`src/rtl/core_lsu.sv`:
```
// core_lsu: MEM-stage load/store unit driving a handshaked data bus.
// Handles byte/half/word/dword accesses, byte enables, misalignment,
// bus timeout and pipeline flush.
module core_lsu #(
  parameter int XLEN    = 64,
  parameter int TIMEOUT = 255
) (
  input  logic                clock,
  input  logic                reset,
  input  logic                req_valid,
  input  logic                req_we,
  input  logic [1:0]          req_size,
  input  logic                req_signed,
  input  logic [XLEN-1:0]     req_addr,
  input  logic [XLEN-1:0]     req_wdata,
  input  logic [4:0]          req_rd,
  input  logic                flush,
  output logic                stall,
  output logic                resp_valid,
  output logic [XLEN-1:0]     resp_data,
  output logic [4:0]          resp_rd,
  output logic                resp_we,
  output logic                exc_misaligned,
  output logic                exc_bus,
  output logic                d_req,
  output logic                d_we,
  output logic [XLEN-1:0]     d_addr,
  output logic [XLEN/8-1:0]   d_be,
  output logic [XLEN-1:0]     d_wdata,
  input  logic                d_gnt,
  input  logic                d_rvalid,
  input  logic [XLEN-1:0]     d_rdata
);
  localparam int LANES = XLEN / 8;
  localparam int OFFW  = $clog2(LANES);
  localparam int CNTW  = (TIMEOUT > 1) ? $clog2(TIMEOUT + 1) : 1;
  localparam logic [CNTW-1:0] CNT_LAST = CNTW'((TIMEOUT > 0) ? TIMEOUT - 1 : 0);

  typedef enum logic [1:0] {IDLE, REQ, WAIT, DONE} state_t;

  state_t            state, next_state;
  logic [CNTW-1:0]   cnt;
  logic              flushed_q;
  logic              we_q, sgn_q;
  logic [1:0]        size_q;
  logic [OFFW-1:0]   off_q;
  logic [4:0]        rd_q;
  logic              resp_valid_q, resp_we_q, exc_mis_q, exc_bus_q;

  logic accept, req_illegal, timed_out, flush_seen, awaiting;

  function automatic logic is_misaligned(input logic [1:0] size, input logic [2:0] low);
    logic bad;
    case (size)
      2'd0:    bad = 1'b0;
      2'd1:    bad = low[0];
      2'd2:    bad = |low[1:0];
      default: bad = |low[2:0] || (XLEN == 32);
    endcase
    return bad;
  endfunction

  function automatic logic [LANES-1:0] be_mask(input logic [1:0] size, input logic [OFFW-1:0] off);
    logic [7:0] m;
    case (size)
      2'd0:    m = 8'h01;
      2'd1:    m = 8'h03;
      2'd2:    m = 8'h0F;
      default: m = 8'hFF;
    endcase
    return LANES'(m) << off;
  endfunction

  function automatic logic [XLEN-1:0] load_extract(input logic [XLEN-1:0] data,
                                                   input logic [OFFW-1:0] off,
                                                   input logic [1:0] size,
                                                   input logic sgn);
    logic [XLEN-1:0] sh, keep;
    logic            msb;
    sh = data >> {off, 3'b000};
    case (size)
      2'd0:    begin keep = XLEN'(8'hFF);         msb = sh[7];  end
      2'd1:    begin keep = XLEN'(16'hFFFF);      msb = sh[15]; end
      2'd2:    begin keep = XLEN'(32'hFFFF_FFFF); msb = sh[31]; end
      default: begin keep = '1;                   msb = 1'b0;   end
    endcase
    return (sh & keep) | ((sgn & msb) ? ~keep : '0);
  endfunction

  assign accept      = (state == IDLE) && req_valid && !flush;
  assign req_illegal = is_misaligned(req_size, req_addr[2:0]);
  assign timed_out   = (TIMEOUT != 0) && (cnt == CNT_LAST);
  assign flush_seen  = flushed_q || flush;
  // The awaited bus event (grant in REQ, read data in WAIT) is absent this cycle.
  assign awaiting    = ((state == REQ) && !d_gnt) || ((state == WAIT) && !d_rvalid);

  // State register, timeout counter and sticky flush flag.
  always_ff @(posedge clock or negedge reset) begin
    if (!reset) begin
      state     <= IDLE;
      cnt       <= '0;
      flushed_q <= 1'b0;
    end else begin
      state <= next_state;
      if ((next_state != state) && ((next_state == REQ) || (next_state == WAIT)))
        cnt <= '0;
      else if (awaiting && (TIMEOUT != 0))
        cnt <= cnt + 1'b1;
      if (state == IDLE)
        flushed_q <= 1'b0;
      else if (((state == REQ) || (state == WAIT)) && flush)
        flushed_q <= 1'b1;
    end
  end

  // Next-state decision; a flushed access that still completes on the bus returns straight to IDLE.
  always_comb begin
    next_state = state;
    case (state)
      IDLE: if (accept) next_state = req_illegal ? DONE : REQ;
      REQ: begin
        if (d_gnt) begin
          if (!we_q && !d_rvalid) next_state = WAIT;
          else                    next_state = flush_seen ? IDLE : DONE;
        end else if (flush) begin
          next_state = IDLE;
        end else if (timed_out) begin
          next_state = DONE;
        end
      end
      WAIT: if (d_rvalid || timed_out) next_state = flush_seen ? IDLE : DONE;
      DONE: next_state = IDLE;
      default: next_state = IDLE;
    endcase
  end

  // Stall and flush-gated completion outputs.
  always_comb begin
    stall          = reset && ((state == REQ) || (state == WAIT) || accept);
    resp_valid     = resp_valid_q && !flush;
    resp_we        = resp_we_q && !flush;
    exc_misaligned = exc_mis_q && !flush;
    exc_bus        = exc_bus_q && !flush;
  end

  // Request fields kept for the duration of the access.
  always_ff @(posedge clock) begin
    if (accept) begin
      we_q   <= req_we;
      sgn_q  <= req_signed;
      size_q <= req_size;
      off_q  <= req_addr[OFFW-1:0];
      rd_q   <= req_rd;
    end
  end

  // Bus-side registers: request strobe follows REQ, payload is loaded on accept and held.
  always_ff @(posedge clock or negedge reset) begin
    if (!reset) begin
      d_req   <= 1'b0;
      d_we    <= 1'b0;
      d_addr  <= '0;
      d_be    <= '0;
      d_wdata <= '0;
    end else begin
      d_req <= (next_state == REQ);
      if (accept) begin
        d_we    <= req_we;
        d_addr  <= {req_addr[XLEN-1:OFFW], {OFFW{1'b0}}};
        d_be    <= be_mask(req_size, req_addr[OFFW-1:0]);
        d_wdata <= req_wdata << {req_addr[OFFW-1:0], 3'b000};
      end
    end
  end

  // Completion registers, loaded on the transition into DONE.
  always_ff @(posedge clock or negedge reset) begin
    if (!reset) begin
      resp_valid_q <= 1'b0;
      resp_we_q    <= 1'b0;
      exc_mis_q    <= 1'b0;
      exc_bus_q    <= 1'b0;
      resp_data    <= '0;
      resp_rd      <= '0;
    end else begin
      resp_valid_q <= (next_state == DONE);
      exc_mis_q    <= (state == IDLE) && (next_state == DONE);
      exc_bus_q    <= (next_state == DONE) && (state != IDLE) && awaiting;
      resp_we_q    <= (next_state == DONE) && (state != IDLE) && !awaiting && !we_q;
      if ((next_state == DONE) && (state != IDLE) && !awaiting && !we_q) begin
        resp_data <= load_extract(d_rdata, off_q, size_q, sgn_q);
        resp_rd   <= rd_q;
      end else begin
        resp_data <= '0;
        resp_rd   <= '0;
      end
    end
  end

endmodule
```
`config.mk`:
```
export PLATFORM = sky130hd
export DESIGN_NAME = core_lsu
export DESIGN_NICKNAME = d
export VERILOG_FILES = /design/src/rtl/core_lsu.sv
export SDC_FILE = /design/constraint.sdc
export NUM_CORES = 1
export LEC_CHECK = 0
export CORE_MARGIN = 10
export CORE_UTILIZATION = 46
export DETAILED_ROUTE_END_ITERATION = 10
export GPL_TIMING_DRIVEN = 0
export PLACE_DENSITY = 0.93
export SLEW_MARGIN = 5
export SYNTH_ARGS = -nofsm -noshare
export SYNTH_HDL_FRONTEND = slang
export SYNTH_SLANG_ARGS = --single-unit
```
`constraint.sdc`:
```
create_clock -name clock -period 3.9 [get_ports clock]
set_input_delay 0.975 -clock clock [delete_from_list [all_inputs] [get_ports clock]]
set_output_delay 0.975 -clock clock [all_outputs]
set_load 0.1 [all_outputs]
```
After elaboration in Yosys (flattened, before gate mapping)

Index checks and enable logic that the tools add are counted.

Register bits: 231
Bits of input ports: 207
Output and inout port bits: 212
Logic and storage cells: 98

Add/sub/neg operators: 1
Equality and inequality tests: 12
Shifts and indexed selects: 3
Muxes and demuxes: 23
Bitwise logic cells: 4
Reductions and logical operators: 36

Operators with widths:

| operator              | number |
|---|---|
| $mux W64              | 3 |
| $pmux W64 S3          | 1 |
| $and A64 B64 Y64      | 1 |
| $not A64 Y64          | 1 |
| $or A64 B64 Y64       | 1 |
| $shl A64 B6 Y64       | 1 |
| $shr A64 B6 Y64       | 1 |
| $mux W8               | 3 |
| $pmux W8 S3           | 1 |
| $logic_and A1 B1 Y1   | 17 |
| $mux W2               | 8 |
| $eq A2 B2 Y1 const B  | 6 |
| $add A8 B1 Y8 const B | 1 |
| $eq A2 B1 Y1 const B  | 4 |
| $eq A8 B8 Y1 const B  | 1 |
| $pmux W2 S4           | 1 |
| $shl A8 B3 Y8         | 1 |
| $logic_not A2 Y1      | 3 |
| $logic_or A1 B1 Y1    | 6 |
| $pmux W1 S3           | 2 |
| $reduce_bool A2 Y1    | 3 |
| $logic_not A1 Y1      | 5 |
| $mux W5               | 1 |
| $mux W1               | 3 |
| other kinds (4)       | 4 |

Longest topological paths before layout

Depth in word-level cells: 14
Depth in mapped cells: 16
Mapped depth without buffers: 14

Worst setup path before layout

Ideal clock, no wire load.

Path kind: input to output
Start point: input flush
End point: output stall
Arrival time: 2673 ps
Required time: 2925 ps
Path slack: 252 ps
Stages: 6
Path through: buf_2 > nand3b_4 > inv_1 > clkbuf_1 > clkbuf_1 > o21a_1

Word-level cells in the longest chain between the ends: 4

RTL lines:

| item                | RTL line | source |
|---|---|---|
| from (decl)         | 17       | `input logic flush,` |
| $logic_not A1 Y1    | 90       | `assign accept = (state == IDLE) && req_valid && !flush;` |
| $logic_and A1 B1 Y1 | 90       |  |
| $logic_or A1 B1 Y1  | 139      | `stall = reset && ((state == REQ) \|\| (state == WAIT) \|\| accept);` |
| $logic_and A1 B1 Y1 | 139      |  |
| to (decl)           | 18       | `output logic stall,` |

Every way passes these cells.

Worst setup path in the final report

Start point: input req_size[0]
End point: register resp_data[53]

Word-level cells in the longest chain between the ends: 10
Elaborated cells between the ends (all ways): 12

RTL lines:

| item                                       | RTL line | source |
|---|---|---|
| from (decl)                                | 12       | `input logic [1:0] req_size,` |
| $eq A2 B2 Y1, or another cell as far along | 54       | `case (size)` |
| $pmux W1 S3 *                              | 54       |  |
| $mux W2 * (2 in series)                    | 120      | `IDLE: if (accept) next_state = req_illegal ? DONE : REQ;` |
| $pmux W2 S4 *                              | 119      | `case (state)` |
| named net next_state[1]                    | 41       | `state_t state, next_state;` |
| $eq A2 B2 Y1 *                             | 190      | `if ((next_state == DONE) && (state != IDLE) && !awaiting && !we_q) begin` |
| $logic_and A1 B1 Y1 * (3 in series)        | 190      |  |
| $mux W64 *                                 | 190      |  |
| to (signal assigned)                       | 191      | `resp_data <= load_extract(d_rdata, off_q, size_q, sgn_q);` |
| to (decl)                                  | 20       | `output logic [XLEN-1:0] resp_data,` |

The timed path passes the listed nets; every way through them passes the cells marked *.
A chain may end at the register's enable or synchronous reset.

==> summary.md <==
| Metric | Value |
|---|---|
| Outcome | `finished clean` |
| YS warnings | `0` |
| Share of the synthesized area in the top cell type | `0.465` |
| Final period utilization | `0.980` |
| Tot GR Track Use | `0.311` |
| Slowest stage delay, CP | `0.65 ns` |
| #FFs+latches synth | `about 230` |
| Initial antenna violation count | `9` |
| Synth top area cells | `dfrtp_1, nand2_1, mux2i_1` |
| Worst EP arrival | `4.26 ns` |
| Port Buf Inserts | `414` |
| Routed vias/inst | `between 5 and 6` |
| Via count | `approximately 12000` |
| DIE WIDTH | `180 um` |
| Leakage | `0.00771 uW` |
| 1st-iter DRT viols | `1269` |
| Final Max Slew Viols | `0` |
| Least-Margin Pin Slew | `1.28 ns` |
| Wire per inst | `26.2 um` |
| Largest net degree at the start of global routing | `120` |
| Layout Utilization | `0.687` |
| Crit Path Category | `primary input to flop` |
| I/O Pins | `419` |
| CTS tree | `yes` |
| Netlist Area Pre-Place | `11800 um^2` |
| Worst Skew | `0.00910 ns` |
| Seq/Total Area, Yosys | `0.495` |
| Critical path fanouts, max | `10` |
| Tmin final | `around 3.8 ns` |
| Synth Instances | `approximately 1200` |
| Die footprint | `32500 um^2` |
| Total CTS buffers | `26` |
| CTS Buffer Depth | `3` |
| Placed cell count | `1956` |
| Final hold violation count | `0` |
| Avg Cell Area, Syn | `9.76 um^2` |
| Die Height | `180 um` |
| Top_reg_cell synth | `dfrtp_1` |
| Relative slew slack | `0.149` |
| Post-synth EDFFs | `12` |
| Most numerous cell in the Yosys netlist | `nand2_1` |
| NumNets Final | `1868` |
| Critical-path cell list | `clkdlybuf4s50_1, clkbuf_4, o21a_1, nor2_1, o311ai_2, o21a_1, ha_1, nand2b_1, or3_1, buf_4, inv_2, nand2_2, buf_6, a21oi_2` |
| Clock Latency Late Sink | `0.54 ns` |
| Clock slew seen by the registers of the worst setup and hold paths | `0.06 ns` |
| Cell mode on critical path | `o21a_1` |
| Netlist cell types | `64` |
| Final setup fails | `0` |
| Critical path's slowest cell | `clkdlybuf4s50_1` |
| Gpl congestion | `1.00` |
| Max H-tree Level | `1` |
| Core ar. | `between 20000 and 30000 um^2` |
| HPWL Detailed | `between 40000 and 50000 um` |
| Startpoint Class | `primary input` |
| Sink Count | `231` |
| # rows | `58` |
| Overall Power | `between 15000 and 20000 uW` |
| DR DRC count | `0` |
| Synth-to-Final Area Change | `46.6%` |
| Antenna viol nets, final | `0` |
| Synth area leader | `dfrtp_1` |
| Worst path required time | `4.34 ns` |
| GRT Residual Overflow | `0` |
| First-pass GRT wire length | `78800 um` |
| Vias in the first global route | `12500` |
| Synth top cells by count | `nand2_1, dfrtp_1, mux2i_1` |
| FFs w/ async S/R, synth | `0.948` |
| Final wirelength | `about 53000 um` |
| Root buffer cell | `clkbuf_16` |
| Worst min-delay path category | `flop to flop` |
| CP endpoint kind | `flop` |
| Share of cells above drive strength 1 | `0.0850` |
| Starting density of the core | `0.468` |
| VDD IR-drop max | `0.00102 V` |
| Non-filler cells, final | `2008` |
| Power per cell area | `885 nW/um^2` |
| Max Cap Viol | `0` |
| Max Clk Rate | `262 MHz` |
| First drt pass iteration count | `5` |
==> kinds of logic (layout without fill, tap and decap cells) <==
group | count (synthesis) | after routing | share of synthesized area
compound gates | 280 | 280 | 0.155
mux | 140 | 140 | 0.143
fa+ha+maj | 8 | 8 | 0.00848
simple gates | 438 | 438 | 0.155
buf+inv | 105 | 565 | 0.0393
flops | 231 | 231 | 0.495
other cells | 1 | 10 | 0.000318
xor+xnor | 6 | 6 | 0.00445
==> timing repair <==
action | CTS | global route
endpoints found under the setup margin | 52 | 53
resized for setup | 11 | 12
hold buffers | 0 | 0
setup buffers | 0 | 1
pin swaps | 0 | 1
gates cloned | 0 | 0
==> path summary, 6_finish.rpt <==
check	start	endpoint	slack, ns	depth (start not counted)
min	rd_q[2]	resp_rd[2]	0.45	1
min reg2reg	rd_q[2]	resp_rd[2]	0.45	1
min in group asynchronous	reset	cnt[5]	0.46	1
max reg2reg	state[0]	resp_data[53]	0.29	14
max in group asynchronous	reset	d_addr[18]	2.34	2
max	req_size[0]	resp_data[53]	0.08	14
==> report_power, final <==
group / switching [uW] / internal [uW]
Clock: 1020 / 1470
Combinational: 7090 / 2070
Sequential: 493 / 3160
==> metrics by stage <==
stage          hold WS, ns  worst slack, ns  instance area, um^2   TNS, ns
2_1_floorplan        0.427            0.252                11800         0
3_3_place_gp         0.435            -7.45                16400  -1609.81
3_5_place_dp         0.437            -1.38                16400    -38.75
4_1_cts              0.450           0.0182                17300         0
5_1_grt              0.479         -0.00917                17300  -0.00917
6_report             0.446           0.0790                17300         0
==> area by class of cell <==
class / count / area [um^2]
antenna: 7 / 17.5
buffer: 93 / 432
clock buffer: 34 / 742
clock inverter: 12 / 119
fill: 1841 / 7880
inverter: 10 / 37.5
multi-input combinational: 875 / 5510
sequential: 231 / 5840
tap: 330 / 413
timing repair buffer: 416 / 4180
==> flip-flops by register name, summed over array words and instances (netlist names), 3 cells and up <==
signal / flops
off_q: 3
resp_rd: 5
d_wdata: 64
cnt: 8
d_be: 8
resp_data: 64
d_addr: 61
rd_q: 5
==> placed cells by master, fill, tap and decap left out, types with 16 or more instances in the layout <==
cell and count:
clkdlybuf4s50_1 411, nor2b_1 16, dfrtp_1 219, mux2_2 17, clkbuf_1 56, a21oi_2 16
mux4_2 21, mux2i_1 102, o21a_1 18, nand2_1 287, a22o_1 25, nor2_1 82
a21oi_1 62, o21ai_0 84, clkbuf_16 27
==> routing by layer <==
| metal | vias up | part of all wire | track usage |
|---|---|---|---|
| met3 | 196 | 0.11 | 0.108 |
| met4 | 4 | 0.061 | 0.163 |
| met2 | 832 | 0.47 | 0.512 |
| met1 | 5675 | 0.35 | 0.350 |
| li1 | 5096 | - | - |
| met5 | - | 0.00049 | 0.00307 |
==> critical path: cells and delay by family <==
kind / cells / cell delay [ns]
AND/OR/NAND/NOR: 4 / 0.64
adder cells (fa/ha/maj): 1 / 0.21
buffers and inverters: 5 / 1.48
AO/OA/AOI/OAI: 4 / 0.94
No activity file was read; power rests on OpenSTA's default activity.
